**src/rtl/tipi_pkg.sv**
```systemverilog
`default_nettype none
// ============================================================================
//  Module      : tipi_pkg
//  Description : Shared constants and types for the TIPI Raspberry Pi shift
//                link: default register width, register-select codes and
//                FSM state encoding.
//  Revision    : 1.0 - initial release
// ============================================================================
package tipi_pkg;

    // The Pi protocol moves whole bytes.
    localparam int TIPI_WIDTH = 8;

    // Register select codes carried on r_sel at the r_le edge.
    localparam logic [1:0] SEL_TD = 2'b00;
    localparam logic [1:0] SEL_TC = 2'b01;
    localparam logic [1:0] SEL_RD = 2'b10;
    localparam logic [1:0] SEL_RC = 2'b11;

    // IDLE means "no TD/TC load since the last RD/RC commit"; shifting is
    // accepted in every state.
    typedef enum logic [1:0] {
        ST_IDLE   = 2'd0,
        ST_LOADED = 2'd1,
        ST_SHIFT  = 2'd2
    } tipi_state_e;

endpackage
`default_nettype wire

```
**src/rtl/tipi_rpi_shift_link_if.sv**
```systemverilog
`default_nettype none
// ============================================================================
//  Module      : tipi_rpi_shift_link_if
//  Description : Signal bundle between the TI latch stage / Raspberry Pi pins
//                and the shift link.
//                master : drives the TI bytes and Pi pins, reads results
//                slave  : the shift link itself
//  Ports       : ti_td, ti_tc  TI data / control bytes (async)
//                r_clk, r_le   Pi shift clock / latch enable (async)
//                r_sel, r_din  Pi register select / serial data in
//                r_dout        serial data to the Pi
//                rd_q, rc_q    Pi data / control bytes for TI readback
//                bit_cnt       shifts since the last r_le edge
//  Revision    : 1.0 - initial release
// ============================================================================
interface tipi_rpi_shift_link_if #(
    parameter int WIDTH = tipi_pkg::TIPI_WIDTH
);
    logic [WIDTH-1:0] ti_td;
    logic [WIDTH-1:0] ti_tc;
    logic             r_clk;
    logic             r_le;
    logic [1:0]       r_sel;
    logic             r_din;
    logic             r_dout;
    logic [WIDTH-1:0] rd_q;
    logic [WIDTH-1:0] rc_q;
    logic [3:0]       bit_cnt;

    modport master (
        output ti_td, ti_tc, r_clk, r_le, r_sel, r_din,
        input  r_dout, rd_q, rc_q, bit_cnt
    );

    modport slave (
        input  ti_td, ti_tc, r_clk, r_le, r_sel, r_din,
        output r_dout, rd_q, rc_q, bit_cnt
    );

endinterface
`default_nettype wire

```
**src/rtl/tipi_sync_edge.sv**
```systemverilog
`default_nettype none
// ============================================================================
//  Module      : tipi_sync_edge
//  Description : One-bit multi-flop synchronizer with rising-edge detect.
//                rise_o pulses for one clk, SYNC_STAGES clk after the pin
//                edge is first sampled, so the consumer acts on it at
//                SYNC_STAGES+1 clk.
//  Ports       : clk, rst_n (async active-low), d_i (async pin),
//                rise_o (one-cycle rise pulse)
//  Revision    : 1.0 - initial release
// ============================================================================
module tipi_sync_edge #(
    parameter int SYNC_STAGES = 2     // must be >= 2
) (
    input  logic clk,
    input  logic rst_n,
    input  logic d_i,
    output logic rise_o
);

    logic [SYNC_STAGES-1:0] sync_q;
    logic                   prev_q;

    always_ff @(posedge clk or negedge rst_n) begin
        if (!rst_n) begin
            sync_q <= '0;
            prev_q <= 1'b0;
        end else begin
            sync_q <= {sync_q[SYNC_STAGES-2:0], d_i};
            prev_q <= sync_q[SYNC_STAGES-1];
        end
    end

    assign rise_o = sync_q[SYNC_STAGES-1] & ~prev_q;

endmodule
`default_nettype wire

```
**src/rtl/tipi_rpi_shift_link.sv**
```systemverilog
`default_nettype none
// ============================================================================
//  Module      : tipi_rpi_shift_link
//  Description : Serial link between the TI latch registers and the Pi GPIO.
//                Synchronizes TI bytes and Pi strobes into clk, filters torn
//                TI writes, shifts TD/TC out and RD/RC in.
//  Ports       : clk    50 MHz system clock
//                rst_n  asynchronous active-low reset
//                link   tipi_rpi_shift_link_if.slave (TI bytes, Pi pins,
//                       rd_q/rc_q readback bytes, bit_cnt)
//  Revision    : 1.0 - initial release
// ============================================================================
module tipi_rpi_shift_link
    import tipi_pkg::*;
#(
    parameter int WIDTH       = TIPI_WIDTH,
    parameter int SYNC_STAGES = 2,
    parameter int STABLE_CNT  = 2
) (
    input  logic                        clk,
    input  logic                        rst_n,
    tipi_rpi_shift_link_if.slave        link
);

    localparam int DW = 2 * WIDTH + 3;               // td, tc, sel, din
    localparam int CW = $clog2(STABLE_CNT + 1);

    // ---------------------------------------------------------------- sync
    logic w_clk_rise;
    logic w_le_rise;

    tipi_sync_edge #(.SYNC_STAGES(SYNC_STAGES)) u_sync_clk (
        .clk    (clk),
        .rst_n  (rst_n),
        .d_i    (link.r_clk),
        .rise_o (w_clk_rise)
    );

    tipi_sync_edge #(.SYNC_STAGES(SYNC_STAGES)) u_sync_le (
        .clk    (clk),
        .rst_n  (rst_n),
        .d_i    (link.r_le),
        .rise_o (w_le_rise)
    );

    // Data bits share the same depth as the strobes, so at the action edge
    // r_sel/r_din reflect the pins sampled together with the strobe edge.
    logic [DW-1:0]    data_sync_q [SYNC_STAGES];
    logic [WIDTH-1:0] w_td_sync;
    logic [WIDTH-1:0] w_tc_sync;
    logic [1:0]       w_sel_sync;
    logic             w_din_sync;

    always_ff @(posedge clk or negedge rst_n) begin
        if (!rst_n) begin
            for (int i = 0; i < SYNC_STAGES; i++) data_sync_q[i] <= '0;
        end else begin
            data_sync_q[0] <= {link.ti_td, link.ti_tc, link.r_sel, link.r_din};
            for (int i = 1; i < SYNC_STAGES; i++) data_sync_q[i] <= data_sync_q[i-1];
        end
    end

    assign {w_td_sync, w_tc_sync, w_sel_sync, w_din_sync} = data_sync_q[SYNC_STAGES-1];

    // ------------------------------------------------------ stability filter
    // A snapshot updates only once the synced byte has matched its previous
    // sample for STABLE_CNT consecutive cycles, so a multi-bit TI write that
    // lands across sync boundaries never reaches sr.
    logic [WIDTH-1:0] w_stab_in [2];
    logic [WIDTH-1:0] w_snap    [2];

    assign w_stab_in[0] = w_td_sync;
    assign w_stab_in[1] = w_tc_sync;

    for (genvar g = 0; g < 2; g++) begin : g_stab
        logic [WIDTH-1:0] last_q;
        logic [WIDTH-1:0] snap_q;
        logic [CW-1:0]    cnt_q;

        always_ff @(posedge clk or negedge rst_n) begin
            if (!rst_n) begin
                last_q <= '0;
                snap_q <= '0;
                cnt_q  <= '0;
            end else begin
                last_q <= w_stab_in[g];
                if (w_stab_in[g] != last_q) begin
                    cnt_q <= '0;
                end else if (cnt_q != CW'(STABLE_CNT)) begin
                    cnt_q <= cnt_q + CW'(1);
                end else begin
                    snap_q <= last_q;
                end
            end
        end

        assign w_snap[g] = snap_q;
    end

    // ------------------------------------------------------------------ FSM
    tipi_state_e      state_q, state_d;
    logic [WIDTH-1:0] sr_q, sr_d;
    logic [WIDTH-1:0] rd_byte_q, rd_byte_d;
    logic [WIDTH-1:0] rc_byte_q, rc_byte_d;
    logic [3:0]       cnt_q, cnt_d;
    logic             dout_q;

    always_ff @(posedge clk or negedge rst_n) begin
        if (!rst_n) begin
            state_q   <= ST_IDLE;
            sr_q      <= '0;
            rd_byte_q <= '0;
            rc_byte_q <= '0;
            cnt_q     <= '0;
            dout_q    <= 1'b0;
        end else begin
            state_q   <= state_d;
            sr_q      <= sr_d;
            rd_byte_q <= rd_byte_d;
            rc_byte_q <= rc_byte_d;
            cnt_q     <= cnt_d;
            dout_q    <= sr_q[WIDTH-1];
        end
    end

    // r_le has priority: a coincident r_clk rise is dropped and bit_cnt
    // reading 0 is how the Pi side detects that.
    always_comb begin
        state_d   = state_q;
        sr_d      = sr_q;
        rd_byte_d = rd_byte_q;
        rc_byte_d = rc_byte_q;
        cnt_d     = cnt_q;
        if (w_le_rise) begin
            cnt_d = 4'd0;
            unique case (w_sel_sync)
                SEL_TD: begin
                    sr_d    = w_snap[0];
                    state_d = ST_LOADED;
                end
                SEL_TC: begin
                    sr_d    = w_snap[1];
                    state_d = ST_LOADED;
                end
                SEL_RD: begin
                    rd_byte_d = sr_q;
                    state_d   = ST_IDLE;
                end
                SEL_RC: begin
                    rc_byte_d = sr_q;
                    state_d   = ST_IDLE;
                end
            endcase
        end else if (w_clk_rise) begin
            sr_d    = {sr_q[WIDTH-2:0], w_din_sync};
            cnt_d   = (cnt_q == 4'(WIDTH)) ? cnt_q : cnt_q + 4'd1;
            state_d = ST_SHIFT;
        end
    end

    assign link.r_dout  = dout_q;
    assign link.rd_q    = rd_byte_q;
    assign link.rc_q    = rc_byte_q;
    assign link.bit_cnt = cnt_q;

endmodule
`default_nettype wire
```
**src/flat_wrapper.sv**
```systemverilog
// flat-port wrapper written by rule: the top's interface ports become plain ports
module tipi_rpi_shift_link_flat import tipi_pkg::*;
#(
    parameter int WIDTH       = TIPI_WIDTH,
    parameter int SYNC_STAGES = 2,
    parameter int STABLE_CNT  = 2
)
  (clk, rst_n, link_ti_td, link_ti_tc, link_r_clk, link_r_le, link_r_sel, link_r_din, link_r_dout, link_rd_q, link_rc_q, link_bit_cnt);
  tipi_rpi_shift_link_if #(.WIDTH(WIDTH)) link_i ();
  input  logic clk;
  input  logic rst_n;
  input wire logic [$bits(link_i.ti_td)-1:0] link_ti_td;
  input wire logic [$bits(link_i.ti_tc)-1:0] link_ti_tc;
  input wire logic [$bits(link_i.r_clk)-1:0] link_r_clk;
  input wire logic [$bits(link_i.r_le)-1:0] link_r_le;
  input wire logic [$bits(link_i.r_sel)-1:0] link_r_sel;
  input wire logic [$bits(link_i.r_din)-1:0] link_r_din;
  output wire logic [$bits(link_i.r_dout)-1:0] link_r_dout;
  output wire logic [$bits(link_i.rd_q)-1:0] link_rd_q;
  output wire logic [$bits(link_i.rc_q)-1:0] link_rc_q;
  output wire logic [$bits(link_i.bit_cnt)-1:0] link_bit_cnt;
  assign link_i.ti_td = link_ti_td;
  assign link_i.ti_tc = link_ti_tc;
  assign link_i.r_clk = link_r_clk;
  assign link_i.r_le = link_r_le;
  assign link_i.r_sel = link_r_sel;
  assign link_i.r_din = link_r_din;
  assign link_r_dout = link_i.r_dout;
  assign link_rd_q = link_i.rd_q;
  assign link_rc_q = link_i.rc_q;
  assign link_bit_cnt = link_i.bit_cnt;
  tipi_rpi_shift_link #(.WIDTH(WIDTH), .SYNC_STAGES(SYNC_STAGES), .STABLE_CNT(STABLE_CNT)) u_core (.clk(clk), .rst_n(rst_n), .link(link_i));
endmodule
```
**config.mk**
```make
export PLATFORM = sky130hd
export DESIGN_NAME = tipi_rpi_shift_link_flat
export DESIGN_NICKNAME = d
export VERILOG_FILES = /design/src/rtl/tipi_pkg.sv /design/src/rtl/tipi_rpi_shift_link_if.sv /design/src/rtl/tipi_sync_edge.sv /design/src/rtl/tipi_rpi_shift_link.sv /design/src/flat_wrapper.sv
export SDC_FILE = /design/constraint.sdc
export NUM_CORES = 1
export LEC_CHECK = 0
export ABC_AREA = 1
export BUFFER_PORTS_ARGS = -buffer_cell sky130_fd_sc_hd__buf_2
export CAP_MARGIN = 15
export CORE_ASPECT_RATIO = 1.4
export CORE_MARGIN = 8
export CORE_UTILIZATION = 25
export CTS_CLUSTER_SIZE = 25
export DETAILED_ROUTE_END_ITERATION = 8
export HOLD_SLACK_MARGIN = 0.1
export PLACE_DENSITY_LB_ADDON = 0.12
export SLEW_MARGIN = 0
export SYNTH_ARGS = -nofsm -noshare
export SYNTH_HDL_FRONTEND = slang
export SYNTH_SLANG_ARGS = --single-unit
```
**constraint.sdc**
```tcl
create_clock -name clk -period 1.4 [get_ports clk]
set_clock_uncertainty 0.1 [all_clocks]
set_input_delay 0.21 -clock clk [delete_from_list [all_inputs] [get_ports clk]]
set_output_delay 0.21 -clock clk [all_outputs]
set_load 0.01 [all_outputs]
```
== Word-level counts from Yosys, hierarchy flattened ==
Index checks and enable logic that the tools add are counted.
Word-level totals
  flip-flop bits (word level): 109
  bits of input ports: 23
  output and inout bits: 21
  logic and storage cells: 58
Operators by class
  add/subtract/negate cells: 3
  equal/unequal tests: 10
  mux-type cells: 10
  bitwise operators: 8
  reductions and logical operators: 10
Operator list (number)
  two-way mux 8 bit: 2
  inequality test 8 bit: 2
  one-hot mux 8 bit (2 select lines): 1
  two-way mux 4 bit: 3
  AND reduction 2 bit: 6
  two-way mux 2 bit: 4
  inequality test 2 bit (second input constant): 3
  inverter 1 bit: 6
  nonzero test 2 bit: 3
  adder 2 x 1 -> 2 bit (second input constant): 2
  adder 4 x 1 -> 4 bit (second input constant): 1
  == test 2 bit (second input constant): 2
  == test 4 bit (second input constant): 1
  inequality test 3 x 1 -> 1 bit (second input constant): 1
  AND 1 bit: 2
  == test 2 x 1 -> 1 bit (second input constant): 1
  logical NOT 2 bit: 1

== Longest topological paths before layout ==
  word-level depth: 4
  gate-level depth with buffers: 9
  mapped depth without buffers: 9

== Hierarchy ==
Synthesis repeated with hierarchy kept, for this count alone.
Unflattened totals
  cells, all modules: 368
  area, all modules: 4001.3 sq um
Modules (own cells, without submodules)
  tipi_rpi_shift_link: instances 1, cells an instance 358, area an instance 3831.2 sq um, sequential area each 2577.5 sq um
  tipi_sync_edge: instances 2, cells an instance 5, area an instance 85.1 sq um, sequential area each 75.1 sq um

== Worst setup path after synthesis ==
No wires, ideal clock.
  kind: register to register
  from: register u_core.cnt_q[0], in the netlist u_core.link.bit_cnt[0]
  to: register u_core.cnt_q[3], in the netlist u_core.link.bit_cnt[3]
  setup time: 0.122 ns
  data arrival time: 1.153 ns
  data required time: 1.178 ns
  setup slack: 0.025 ns
  stages on the path, launching flop included: 8
  buffers on the path: 0
  clock period less this slack: 1.375 ns
  cells stage by stage: dfrtp_1 inv_1 ha_1 nand3_1 o21ai_2 o21ai_0 nand2_1 nor2_1
On the way
  word-level cells in the longest chain between the ends: 4
  elaborated cells between the ends (all ways): 7
  those cells by class: add/sub (1); eq/ne (2); mux (3); reduce/logical (1)
Ends and longest elaborated chain
  start, declared: RTL line tipi_rpi_shift_link.sv:105  | logic [3:0] cnt_q, cnt_d;
  start signal, assigned: RTL line tipi_rpi_shift_link.sv:121  | cnt_q <= cnt_d;
  adder 4 x 1 -> 4 bit: RTL line tipi_rpi_shift_link.sv:156  | cnt_d = (cnt_q == 4'(WIDTH)) ? cnt_q : cnt_q + 4'd1;
  two-way mux 4 bit: RTL line tipi_rpi_shift_link.sv:156
  two-way mux 4 bit: RTL line tipi_rpi_shift_link.sv:154  | end else if (w_clk_rise) begin
  two-way mux 4 bit: RTL line tipi_rpi_shift_link.sv:134  | if (w_le_rise) begin
Parallel ways exist; a longest one is shown, timed or not. The select of a mux whose other input is x is not followed.
A chain may end at the register's enable or synchronous reset.

== Worst setup path after layout ==
  from: register u_core.cnt_q[0], in the netlist u_core.link.bit_cnt[0]
  to: register u_core.cnt_q[0], in the netlist u_core.link.bit_cnt[0]
Same word-level chain as after synthesis.

==> impl_metrics.csv <==
group,metric,value,unit
run_status,outcome,"finished clean",
die,dieWidth,124,um
setup_path,critPathLaunchType,"flip-flop",
setup_path,worstPathArrival,1.51,ns
sta,setup_ws,0.0601,ns
setup_path,critical_path.cell_chain,"inv_2, ha_4, nand3_2, o21ai_2, buf_6, a21oi_2, a21oi_1",
drt,num_vias,2892,
pwr,power.total,7.25,mW
grt,grt_max_degree,42,
drt,drt_iter0_drc,151,
synth,ys_types,26,
die,core_area,0.0161,mm^2
clock_tree,htree_levels,3,
die,start_util,0.255,
sta,finalSetupViolCount,0,
sta,rsz0062_at_grt,"true",
clock_tree,root_buffer,"clkbuf_16",
hold_path,holdCritStartpoint,"u_core.data_sync_q[27]",
clock_tree,clkTransAtPathRegs,0.07,ns
placed_design,dp_hpwl,5.94,mm
die,die_height,168,um
die,io_pins,44,
hold_path,min_to,"u_core.data_sync_q[8]",
final_layout,final_cell_area,0.00553,mm^2
placed_design,dpl.cell_count,660,
sta,timing.fmax,0.746,GHz
clock_tree,numCtsBuffers,9,
pwr,power_leakage,2.71,nW
synth,netlist_area,0.00411,mm^2
final_layout,fill_cells,1666,
sta,min_period_over_period,0.957,
job,cap_violations,0,
die,core.rowCount,55,
synth,yosys_register_bits,109,
drt,vias_per_cell,4.06,
drt,drt_first_pass_iters,4,
final_layout,diodes,0,
placed_design,io_buffers,43,
drt,drcViolationCount,0,
clock_tree,worst_skew_pair.late_latency,0.34,ns
setup_path,timing.reg2reg.setup_slack,0.06,ns
synth,yosysSeqAreaShare,0.664,
setup_path,r2r-end,"u_core.link.bit_cnt[0]",
sta,fin_crit,1.34,ns
grt,overflow,0,
grt,grt_pass1_wl,13.9,mm
hold_path,min_path_type,"flip-flop to flip-flop",
setup_path,timing.rr.start,"u_core.link.bit_cnt[0]",
clock_tree,clock_path_buffers,2,
setup_path,crit_path_max_incr_delay,0.39,ns
final_layout,final_layout_size_suffix_gt1_frac,0.269,
hold_path,min_delay_path_depth,0,
final_layout,area_delta_synth_final,34.5,%
synth,syn_nets,426,
grt,antenna_found_initial,0,
clock_tree,cts_tree,"yes",
sta,relSlewSlack,0.837,
grt,grt_use_total,0.0819,
setup_path,crit_fanout,5,
synth,avgSynthCellArea,10.3,um^2
setup_path,worstPathRequired,1.57,ns
clock_tree,cts_sinks,109,
placed_design,dpl_cell_area,0.00477,mm^2
sta,worstMarginPinSlew,0.245,ns
setup_path,rr_worst_depth,7,
setup_path,end_kind,"flip-flop",
placed_design,dp_slack,-0.0417,ns
pwr,powerDensity,1310,mW/mm^2
final_layout,instances_no_fill,712,
sta,finalSetupTns,0,ns
die,die_area,0.0209,mm^2
synth,netlist_instances,399,
placed_design,gp_congestion,0.731,
final_layout,finalNetCount,535,
pwr,ir_worst_vdd,0.563,mV
drt,ant_nets,0,
setup_path,cpMaxStageDelayCell,"dfrtp_1",
drt,wl_per_cell,11.5,um
synth,yosysWarnings,0,
drt,wl,8.16,mm
sta,hold_violations,0,
sta,slew_violations,0,
grt,grt_pass1_vias,2972,
setup_path,critPathKind,"flip-flop to flip-flop",
==> worst max path at each step <==
stage               cells after the start                         end                       start
finish                                  7      u_core.link.bit_cnt[0]      u_core.link.bit_cnt[0]
global route                            6  u_core.g_stab[0].snap_q[6]  u_core.g_stab[0].last_q[2]
CTS                                     8  u_core.g_stab[1].snap_q[6]  u_core.g_stab[1].last_q[1]
detailed placement                      7              u_core.sr_q[4]  u_core.u_sync_le.sync_q[1]
global placement                        7              u_core.sr_q[2]  u_core.u_sync_le.sync_q[1]
floorplan                               7      u_core.link.bit_cnt[3]      u_core.link.bit_cnt[0]
==> cells in the mapped netlist <==
cell      number  area (um^2)
nand2_1      116          435
dfrtp_1      109         2730
inv_1         45          169
nor2_1        31          116
a21oi_1       20          100
nand3_1       15         75.1
o21ai_0       12         60.1
nand4_1        8         50.1
xnor2_1        7         61.3
nor2_4         5         56.3
ha_1           4         50.1
o211ai_1       4         30.0
nand2_2        3         18.8
a21oi_2        2         17.5
a22oi_1        2         15.0
buf_2          2         10.0
buf_6          2         22.5
inv_2          2         7.51
o21ai_2        2         17.5
xor2_1         2         17.5
clkbuf_1       1         3.75
nand2_4        1         11.3
nand3_4        1         17.5
nor2_2         1         6.26
nor3_1         1         5.00
o31ai_1        1         7.51
==> repair_timing <==
item,4_1_cts,5_1_grt
hold buffers,22,0
setup endpoints to repair,23,37
setup buffers,3,10
gates resized for setup,3,36
pin swaps,2,15
hold endpoints to repair,130,0
gates cloned,0,1
==> cells in the final DEF (no fill, tap or decap), types with 4 or more instances in the layout <==
master | netlist | layout
dlygate4sd3_1 | 0 | 22
nor2_1 | 31 | 25
nor2_2 | 1 | 7
nand4_1 | 8 | 8
buf_12 | 0 | 5
buf_4 | 0 | 29
a21oi_2 | 2 | 4
inv_1 | 45 | 41
nand3_1 | 15 | 9
buf_2 | 2 | 42
o211ai_1 | 4 | 4
inv_2 | 2 | 4
nand3_2 | 0 | 5
o21ai_0 | 12 | 10
nand2_2 | 3 | 7
dfrtp_1 | 109 | 109
xnor2_1 | 7 | 7
clkbuf_16 | 0 | 9
nand2_1 | 116 | 110
nor2_4 | 5 | 6
a21oi_1 | 20 | 18
buf_6 | 2 | 4
==> cell type report <==
type	count	area, um^2	area share
sequential	109	2730	0.493
multi-input combinational	239	1280	0.232
timing repair buffer	102	793	0.144
tap	199	249	0.0450
clock buffer	12	246	0.0446
inverter	47	181	0.0328
clock inverter	4	47.5	0.00860
==> worst max-delay path, delay by kind of cell (launching register included) <==
| family | cells | cell delay (ns) |
|---|---|---|
| AOI/OAI and AO/OA | 3 | 0.34 |
| DFF | 1 | 0.39 |
| adders and majority gates | 1 | 0.13 |
| and+or+nand+nor | 1 | 0.07 |
| buffers and inverters | 2 | 0.24 |
==> cells by family after synthesis <==
group	Yosys count	synth area share
fa+ha+maj	4	0.0122
xor+xnor	9	0.0192
compound gates	43	0.0603
buf+inv	52	0.0518
simple gates	182	0.193
flops	109	0.664
==> power by group <==
group          internal, mW  switching (mW)
registers              3.44           0.169
clock network          1.43            1.10
logic                 0.516           0.591
total                  5.39            1.86
==> through the flow <==
stage	hold WS, ns	utilization
floorplan	-0.186	-
global placement	0.128	0.296
detailed placement	0.133	0.296
CTS	0.251	0.331
global route	0.254	0.343
finish	0.249	0.343
==> metal layers <==
layer / wire [um] / GRT usage / share of wire
met5: 0 / 0 / 0
met4: 172 / 0.0410 / 0.021
met1: 3610 / 0.0921 / 0.44
met3: 264 / 0.0234 / 0.032
met2: 4120 / 0.139 / 0.50
==> sequential cells by signal, summed over array words and instances, names as in the netlist <==
signal / cells
u_core.g_stab.cnt_q: 4
u_core.u_sync_clk.prev_q: 1
u_core.g_stab.last_q: 16
u_core.u_sync_le.prev_q: 1
u_core.sr_q: 8
u_core.u_sync_clk.sync_q: 2
u_core.data_sync_q: 38
u_core.link.rd_q: 8
u_core.link.rc_q: 8
u_core.g_stab.snap_q: 16
u_core.u_sync_le.sync_q: 2
u_core.link.r_dout: 1
u_core.link.bit_cnt: 4
(Power assumes the default switching activity.)
